[src/rtl/sgd_b_dispatch.sv]
`default_nettype none
// ============================================================================
//  Module   : sgd_b_dispatch
//  Brief    : Splits 2*NUM_OF_BANKS-label memory words into NUM_OF_BANKS-label
//             groups for the loss-stage b FIFO. Per-epoch sample count is
//             honoured: trailing lanes of the last group are zeroed and an
//             unused high half of the last word is dropped.
//  Options  : SGD_B_DISPATCH_STALL_STAT_EN adds the stall_cycles counter port.
//  Revision : 1.0 - initial release
// ============================================================================
module sgd_b_dispatch #(
   parameter int NUM_OF_BANKS = 8
) (
   input  logic                         clk,
   input  logic                         rst,
   input  logic                         start,
   input  logic [31:0]                  num_samples,
   input  logic [15:0]                  num_epochs,
   input  logic [64*NUM_OF_BANKS-1:0]   mem_b_data,
   input  logic                         mem_b_valid,
   output logic                         mem_b_ready,
   output logic [32*NUM_OF_BANKS-1:0]   dispatch_axb_b_data,
   output logic                         dispatch_axb_b_wr_en,
   input  logic                         dispatch_axb_b_almost_full,
   output logic                         busy,
   output logic                         done
`ifdef SGD_B_DISPATCH_STALL_STAT_EN
   ,
   output logic [31:0]                  stall_cycles
`endif
);

   localparam int c_LANE_W = 32 * NUM_OF_BANKS;

   typedef enum logic [1:0] {
      S_IDLE = 2'd0,
      S_RUN  = 2'd1,
      S_DONE = 2'd2
   } state_t;

   state_t                 state_q, state_d;
   logic [31:0]            ns_q, ns_d;
   logic [15:0]            ne_q, ne_d;
   logic [2*c_LANE_W-1:0]  hold_q, hold_d;
   logic                   hold_valid_q, hold_valid_d;
   logic                   half_q, half_d;
   logic [28:0]            out_cnt_q, out_cnt_d;
   logic [15:0]            epoch_cnt_q, epoch_cnt_d;
   logic [c_LANE_W-1:0]    data_q, data_d;
   logic                   wr_en_q, wr_en_d;

   logic                   w_run;
   logic                   w_start_acc;
   logic [32:0]            w_base;
   logic                   w_last_word;
   logic                   w_last_epoch;
   logic                   w_emit;
   logic                   w_final_emit;
   logic                   w_retiring;
   logic                   w_accept;
   logic [c_LANE_W-1:0]    w_sel;

   assign w_run        = (state_q == S_RUN);
   assign w_start_acc  = (state_q == S_IDLE) && start;
   // Index of the first sample carried by the group being emitted.
   assign w_base       = 33'(out_cnt_q) * 33'(NUM_OF_BANKS);
   assign w_last_word  = (w_base + 33'(NUM_OF_BANKS)) >= {1'b0, ns_q};
   assign w_last_epoch = (epoch_cnt_q == (ne_q - 16'd1));
   assign w_emit       = w_run && hold_valid_q && !dispatch_axb_b_almost_full;
   assign w_final_emit = w_emit && w_last_word && w_last_epoch;
   // The held word is consumed after its high half or after an epoch's last group.
   assign w_retiring   = half_q || w_last_word;
   assign mem_b_ready  = w_run && (!hold_valid_q || (w_emit && w_retiring && !w_final_emit));
   assign w_accept     = mem_b_valid && mem_b_ready;
   assign w_sel        = half_q ? hold_q[2*c_LANE_W-1:c_LANE_W] : hold_q[c_LANE_W-1:0];

   assign dispatch_axb_b_data  = data_q;
   assign dispatch_axb_b_wr_en = wr_en_q;

   // FSM state register.
   always_ff @(posedge clk) begin
      if (rst) begin
         state_q <= S_IDLE;
      end else begin
         state_q <= state_d;
      end
   end

   // FSM next-state decode and job status outputs.
   always_comb begin
      state_d = state_q;
      busy    = 1'b0;
      done    = 1'b0;
      case (state_q)
         S_IDLE: begin
            if (start) begin
               if ((num_samples != 32'd0) && (num_epochs != 16'd0)) begin
                  state_d = S_RUN;
               end else begin
                  state_d = S_DONE;
               end
            end
         end
         S_RUN: begin
            busy = 1'b1;
            if (w_final_emit) begin
               state_d = S_DONE;
            end
         end
         S_DONE: begin
            busy    = 1'b1;
            done    = 1'b1;
            state_d = S_IDLE;
         end
         default: begin
            state_d = S_IDLE;
         end
      endcase
   end

   // Datapath next-state: job capture, hold register, counters, output group.
   always_comb begin
      ns_d         = ns_q;
      ne_d         = ne_q;
      hold_d       = hold_q;
      hold_valid_d = hold_valid_q;
      half_d       = half_q;
      out_cnt_d    = out_cnt_q;
      epoch_cnt_d  = epoch_cnt_q;
      data_d       = data_q;
      wr_en_d      = 1'b0;

      if (w_start_acc) begin
         ns_d         = num_samples;
         ne_d         = num_epochs;
         hold_valid_d = 1'b0;
         half_d       = 1'b0;
         out_cnt_d    = 29'd0;
         epoch_cnt_d  = 16'd0;
      end

      if (w_emit) begin
         wr_en_d = 1'b1;
         // Lanes past the epoch's sample count carry no label and go out as zero.
         for (int l = 0; l < NUM_OF_BANKS; l++) begin
            if ((w_base + 33'(l)) < {1'b0, ns_q}) begin
               data_d[l*32 +: 32] = w_sel[l*32 +: 32];
            end else begin
               data_d[l*32 +: 32] = 32'd0;
            end
         end
         if (w_last_word) begin
            // Epoch boundary: any unused high half is dropped.
            out_cnt_d    = 29'd0;
            half_d       = 1'b0;
            hold_valid_d = 1'b0;
            epoch_cnt_d  = epoch_cnt_q + 16'd1;
         end else if (half_q) begin
            out_cnt_d    = out_cnt_q + 29'd1;
            half_d       = 1'b0;
            hold_valid_d = 1'b0;
         end else begin
            out_cnt_d    = out_cnt_q + 29'd1;
            half_d       = 1'b1;
         end
      end

      // A refill landing in the retiring cycle keeps the stream gap-free.
      if (w_accept) begin
         hold_d       = mem_b_data;
         hold_valid_d = 1'b1;
         half_d       = 1'b0;
      end
   end

   // Datapath registers.
   always_ff @(posedge clk) begin
      if (rst) begin
         ns_q         <= 32'd0;
         ne_q         <= 16'd0;
         hold_q       <= '0;
         hold_valid_q <= 1'b0;
         half_q       <= 1'b0;
         out_cnt_q    <= 29'd0;
         epoch_cnt_q  <= 16'd0;
         data_q       <= '0;
         wr_en_q      <= 1'b0;
      end else begin
         ns_q         <= ns_d;
         ne_q         <= ne_d;
         hold_q       <= hold_d;
         hold_valid_q <= hold_valid_d;
         half_q       <= half_d;
         out_cnt_q    <= out_cnt_d;
         epoch_cnt_q  <= epoch_cnt_d;
         data_q       <= data_d;
         wr_en_q      <= wr_en_d;
      end
   end

`ifdef SGD_B_DISPATCH_STALL_STAT_EN
   logic [31:0] stall_q;

   assign stall_cycles = stall_q;

   // Saturating count of cycles where a ready group is held back by the FIFO.
   always_ff @(posedge clk) begin
      if (rst) begin
         stall_q <= 32'd0;
      end else if (w_start_acc) begin
         stall_q <= 32'd0;
      end else if (w_run && hold_valid_q && dispatch_axb_b_almost_full && !(&stall_q)) begin
         stall_q <= stall_q + 32'd1;
      end
   end
`endif

endmodule
`default_nettype wire

[config.mk]
export PLATFORM = sky130hd
export DESIGN_NAME = sgd_b_dispatch
export DESIGN_NICKNAME = d
export VERILOG_FILES = /design/src/rtl/sgd_b_dispatch.sv
export SDC_FILE = /design/constraint.sdc
export NUM_CORES = 2
export LEC_CHECK = 0
export ABC_AREA = 1
export CAP_MARGIN = 20
export CORE_MARGIN = 8
export CORE_UTILIZATION = 31
export CTS_CLUSTER_SIZE = 20
export DETAILED_ROUTE_END_ITERATION = 7
export GPL_TIMING_DRIVEN = 0
export PLACE_DENSITY = 0.62
export RECOVER_POWER = 100
export SLEW_MARGIN = 25
export SYNTH_ARGS = -nofsm -noshare
export SYNTH_HDL_FRONTEND = slang
export SYNTH_SLANG_ARGS = --single-unit
[constraint.sdc]
create_clock -name clk -period 4.38 [get_ports clk]
set_input_delay 0.657 -clock clk [delete_from_list [all_inputs] [get_ports clk]]
set_output_delay 0.657 -clock clk [all_outputs]
set_load 0.005 [all_outputs]
== After elaboration in Yosys (flattened, before gate mapping) ==
Cells that the tools add are included.
Word-level totals
  bits in registers: 866
  output and inout bits: 260
Operators by class
  mux-type cells: 31
  $add $sub $neg: 11
  $lt $le $gt $ge: 9
  reduce and logical (&&, ||, !) cells: 22
  eq/ne operators: 5
Operators with widths (count)
  $mux W256: 1
  $mux W32: 8
  $lt A33 B32 Y1: 7
  $add A32 B3 Y33 const B: 4
  $mux W29: 3
  $add A32 B2 Y33 const B: 2
  $mux W16: 3
  $add A32 B1 Y33 const B: 1
  $add A32 B4 Y33 const B: 1
  $ge A33 B32 Y1: 1
  $lt A32 B32 Y1: 1
  $reduce_bool A32 Y1: 1
  $add A29 B1 Y29 const B: 1
  $add A16 B1 Y16 const B: 1
  $eq A16 B16 Y1: 1
  $reduce_bool A16 Y1: 1
  $sub A16 B1 Y16 const B: 1
  $mux W1: 12
  $logic_and A1 B1 Y1: 10
  $mux W2: 3
  $pmux W2 S2: 1
  $reduce_or A2 Y1: 2
  $logic_not A1 Y1: 3
  $eq A2 B1 Y1 const B: 1
  7 further kinds: 8

== Depth between registers and ports, before layout ==
  word-level depth: 11
  mapped depth: 31
  depth with buffers taken out: 29

== Worst setup path after synthesis ==
No wires, ideal clock.
  path kind: register -> output
  start: reg out_cnt_q[4]
  end: out mem_b_ready
  path buffers: 2
  arrival time: 3272 ps
  cell stages (with the launch flop): 27
  setup slack: 451 ps
  cells stage by stage: dfxtp_1 nand2_2 nor2_2 nand4_1 nor2_1 nand3_1 nor2_1 nand3_1 nor2_1 xor2_1 inv_1 ha_1 nand2_1 nor2_1 nand2_1 nor2_1 inv_1 nor2_1 nand2_2 nand3_4 nand2_2 inv_2 nand2_2 nand2_1 nand2_4 buf_2 buf_4
Between the ends
  word-level cells in the longest chain between the ends: 8
  elaborated cells between the ends (all ways): 10
  those cells by class: add/sub (1); order compare (1); reduce/logical (8)
RTL lines
  from (decl): RTL line 47  | logic [28:0] out_cnt_q, out_cnt_d;
  from (signal assigned): RTL line 194  | out_cnt_q <= out_cnt_d;
  $add A32 B4 Y33 *: RTL line 67  | assign w_last_word = (w_base + 33'(NUM_OF_BANKS)) >= {1'b0, ns_q};
  $ge A33 B32 Y1 *: RTL line 67
  $logic_and A1 B1 Y1 (2 in a row): RTL line 70  | assign w_final_emit = w_emit && w_last_word && w_last_epoch;
  $logic_not A1 Y1: RTL line 73  | assign mem_b_ready = w_run && (!hold_valid_q || (w_emit && w_retiring && !w_final_emit));
  $logic_and A1 B1 Y1 *: RTL line 73
  $logic_or A1 B1 Y1 *: RTL line 73
  $logic_and A1 B1 Y1 *: RTL line 73
  to (decl): RTL line 21  | output logic mem_b_ready,
Mark *: on every way between the ends. The rest lies on a longest branch, timed or not.

== Final worst setup path ==
  start: reg out_cnt_q[7]
  end: out mem_b_ready
The elaborated chain is that of the path after synthesis.

==> out/results.env <==
SYNTH_CELL_TYPES=39
POST-ROUTE-WORST-SETUP-SLACK_NS=-0.5778
WORST_EP_REQUIRED_TIME_NS=3.72
WORST_R2R_ENDPOINT='hold_q[407]$_SDFFE_PP0P_'
RESULT_OF_THE_RUN='complete, but fails checks'
POST-ROUTE-DRC-COUNT=0
NUMCLOCKSINKS=866
DR.FIRST_ITER.DRC_COUNT=4442
AREA_DELTA_SYNTH_FINAL_PCT=35.21
CRITPATHBUFINV=5
SYNTH_AREA_LEADERS='dfxtp_1 41%, nand2_1 17%, a21oi_1 10%'
POWER_PER_CELL_AREA_nW_PER_UM2=365.5
FILLER_CELL_COUNT=14400
MAX-CLOCK-PATH-BUFFERS=3
FAILED_CHECKS='setup timing'
DIE_HEIGHT_UM=386.6
HOLD_PATH.CLASS='flip-flop to flip-flop'
CLOCK_INSERTION_DELAY_AT_THE_LATER_PIN_OF_THE_SKEW_REPORT_NS=0.73
SYNTHARSTFLOPSHARE=0
TIMING.HOLD.WORST.START='dispatch_axb_b_data[139]$_SDFFE_PP0P_'
CORE.ROWCOUNT=136
REG2REG_SLACK_NS=-0.17
IR_DROP_mV=0.3071
TIMING.CLOCK.SKEW_NS=0.04121
MAX_CLK_RATE_MHz=201.7
ROUTE.ANTENNA.REMAINING_NETS=0
FINALHOLDWORSTSLACK_NS=0.4595
ROUTE.FINAL.WIRE_LENGTH_UM=207400
DRV_SLEW=0
CTS_HOLD_BUF=0
MAX_STAGE_DELAY_NS=0.40
DIE_W_UM=386.6
SYNTH_EDF_COUNT=0
DR.PASS1.ITERS=6
VIAS_IN_THE_FIRST_GLOBAL_ROUTE=45190
FINAL_ESTIMATED_ROUTING_CONGESTION_IN_GLOBAL_PLACEMENT=0.9542
VIA_PER_INST=4.988
START_UTIL=0.3109
MAX-SLEW-MARGIN-REL=0.03581
DP.FINAL_HPWL_UM=165300
CRIT_PATH_END_KIND='output pin'
SYNTH-SEQ-AREA-SHARE=0.4071
YOSYS.AREA.TOP_TYPE_SHARE=0.4071
TIMING.SETUP.CRITICAL_PATH_CLASS='flip-flop to output pin'
WORSTREG2REGSTART='out_cnt_q[7]$_SDFFE_PP0P_'
CRITPATHMAXFANOUT=5
CTS_TREE='yes'
PATH_COMMON_CELL='nand2_4'
SYNTH_WARNINGS=0
NETLIST_TOP_CELLS_COUNT='1,911 x nand2_1, 888 x a21oi_1, 866 x dfxtp_1'
WORST_PATH_MAX_DELAY_CELL='dfxtp_4'
PERIOD_SHARE=1.132
SETUP_VIOL=207
LARGEST_NET_DEGREE_AT_THE_START_OF_GLOBAL_ROUTING=14
CLOCK_BUFFERS_CREATED_BY_TRITONCTS=99
ROUTEDWLPERCELL_UM=21.98
WORST_SLEW_PIN_SLEW_NS=1.446
LAYOUT_NETS=8156
SYNTH.MOST_COMMON_CELL='nand2_1'
GRTUSAGETOTAL=0.2624
MAX_CAP_VIOL_COUNT=0
CRITPATHTOPFAMILY='simple AND/OR/NAND/NOR gates'
NUM_VIAS=47080
AVGSYNTHCELLAREA_UM2=6.494
POST-PLACE-WS_NS=-1.837
RSZ_0062_RAISED_AFTER_GLOBAL_ROUTING='true'
FINALHOLDVIOLATIONS=0
CORE_UM2=137000
PORT_BUFFERS=822
SYNTH_TOP_FLOP_CELL='dfxtp_1'
SYNTHCELLS=6557
CLK_PIN_SLEW_WORST_PATHS_NS=0.06
H-TREE-DEPTH=3
WIRE_LENGTH_OF_THE_FIRST_GLOBAL_ROUTING_PASS_UM=297200
TOTAL_LEAKAGE_POWER_nW=25.83
DESIGN.DIE.AREA_UM2=149500
WORST-R2R-CELL-COUNT=29
POST-SYNTH-TOP-AREA-CELL='dfxtp_1'
CTS_ROOT_BUF='clkbuf_16'
WORST_SETUP_PATH_START_KIND='flip-flop'
BOUNDARYPINS=825
FINAL.SETUP.TNS_NS=-6.479
HOLD_DEPTH=2
WORSTPATHARRIVAL_NS=4.30
GLOBALROUTEOVERFLOWTOTAL=0
MIN_DELAY_ENDPOINT='dispatch_axb_b_data[139]$_SDFFE_PP0P_'
SYN_AREA_UM2=42580
POSTSYNTHNETCOUNT=7187
NUMBER_OF_ANTENNA_VIOLATIONS_AT_THE_FIRST_CHECK_IN_GLOBAL_ROUTING=48
YS_SEQ_ELEMENTS=866
FRACTION_OF_LAYOUT_CELLS_WITH_A_SIZE_SUFFIX_ABOVE_1=0.05863
FINALWORSTPATHREQUIREDPERIOD_NS=4.958
timing repair:
action,CTS,global route
endpoints found under the setup margin,551,523
pin swaps,21,19
setup buffers,32,7
gates resized for setup,108,23
cloned,0,0
layout by cell type, fill, tap and decap left out, drive strengths merged:
master         synthesis  final
a211oi                 2      2
a21o                   4      4
a21oi                888    888
a221oi                 2      2
a41oi                  1      1
and2                   2      2
buf                  223    262
bufinv                 0     12
clkbuf               285    430
clkdlybuf4s50          0    562
clkinv                 2     28
clkinvlp               0      4
dfxtp                866    866
diode                  0     37
dlygate4sd3            0    259
ha                    65     65
inv                  676    679
nand2               1916   1916
nand2b                 1      1
nand3                629    629
nand3b                98     98
nand4                115    115
nor2                 611    611
nor3                  19     19
nor4                  20     20
o211ai                 4      4
o21a                   1      1
o21ai                 79     79
o21bai                 5      5
o221ai                 1      1
o22ai                  1      1
or2                    1      1
xnor2                 11     11
xor2                  29     29
state kept, by name (all words and copies together), names as in the netlist:
| signal | count |
|---|---|
| dispatch_axb_b_data | 256 |
| dispatch_axb_b_wr_en | 1 |
| epoch_cnt_q | 16 |
| half_q | 1 |
| hold_q | 512 |
| hold_valid_q | 1 |
| ne_q | 16 |
| ns_q | 32 |
| out_cnt_q | 29 |
| state_q | 2 |
final cells by class:
| class | instances | area (µm²) | area share |
|---|---|---|---|
| multi-input combinational | 4505 | 20840 | 0.3620 |
| sequential | 866 | 17380 | 0.3018 |
| timing repair buffer | 868 | 8688 | 0.1509 |
| clock buffer | 137 | 2884 | 0.05009 |
| inverter | 678 | 2547 | 0.04425 |
| buffer | 508 | 2300 | 0.03994 |
| tap | 1794 | 2245 | 0.03899 |
| clock inverter | 45 | 599.3 | 0.01041 |
| antenna | 37 | 92.59 | 0.001608 |
power breakdown:
part	total [mW]	internal, mW	switching, mW
Sequential	8.57	8.33	0.240
Combinational	3.51	1.35	2.16
Clock	8.97	5.31	3.66
worst max path at each step:
stage                                    from     endpoint  slack [ns]  depth (start not counted)
global placement    out_cnt_q[0]$_SDFFE_PP0P_  mem_b_ready       -1.90                         26
CTS                 out_cnt_q[0]$_SDFFE_PP0P_  mem_b_ready       -0.63                         29
detailed placement  out_cnt_q[0]$_SDFFE_PP0P_  mem_b_ready       -1.84                         26
floorplan           out_cnt_q[4]$_SDFFE_PP0P_  mem_b_ready        0.45                         26
finish              out_cnt_q[7]$_SDFFE_PP0P_  mem_b_ready       -0.58                         27
global route        out_cnt_q[7]$_SDFFE_PP0P_  mem_b_ready       -0.74                         27
per-stage QoR:
stage | instances | total power, mW | area, µm² | utilization
2_1_floorplan | 6557 | 10.65 | 42580 | -
3_3_place_gp | 9173 | 12.08 | 53050 | 0.3873
3_5_place_dp | 9180 | 12.13 | 53270 | 0.3889
4_1_cts | 9394 | 21.09 | 57330 | 0.4185
5_1_grt | 9432 | 21.82 | 57560 | 0.4202
6_report | 9438 | 21.04 | 57570 | 0.4203
routing by layer:
layer / GRT usage / up-vias / share of wire
met5: 0 / - / 0.00013
met4: 0.1271 / 4 / 0.048
met2: 0.4204 / 1872 / 0.45
met1: 0.3342 / 22010 / 0.42
li1: - / 22820 / -
met3: 0.05765 / 376 / 0.079
worst register-to-register path, delay by kind of cell, from the launching register on:
| family | cells | cell delay [ns] |
|---|---|---|
| adders and majority gates | 1 | 0.29 |
| and+or+nand+nor | 23 | 2.66 |
| DFF | 1 | 0.40 |
| xor gates and xnor gates | 1 | 0.19 |
| buffers and inverters | 4 | 0.88 |
cell families after synthesis:
| kind of cell | Yosys count | share of synthesized area |
|---|---|---|
| AND/OR/NAND/NOR | 3412 | 0.3376 |
| buffers and inverters | 1186 | 0.1105 |
| AO/OA/AOI/OAI | 988 | 0.1174 |
| flip-flops | 866 | 0.4071 |
| adder cells (fa/ha/maj) | 65 | 0.01910 |
| XOR/XNOR | 40 | 0.008227 |
Power figures use the tool's default switching activity.
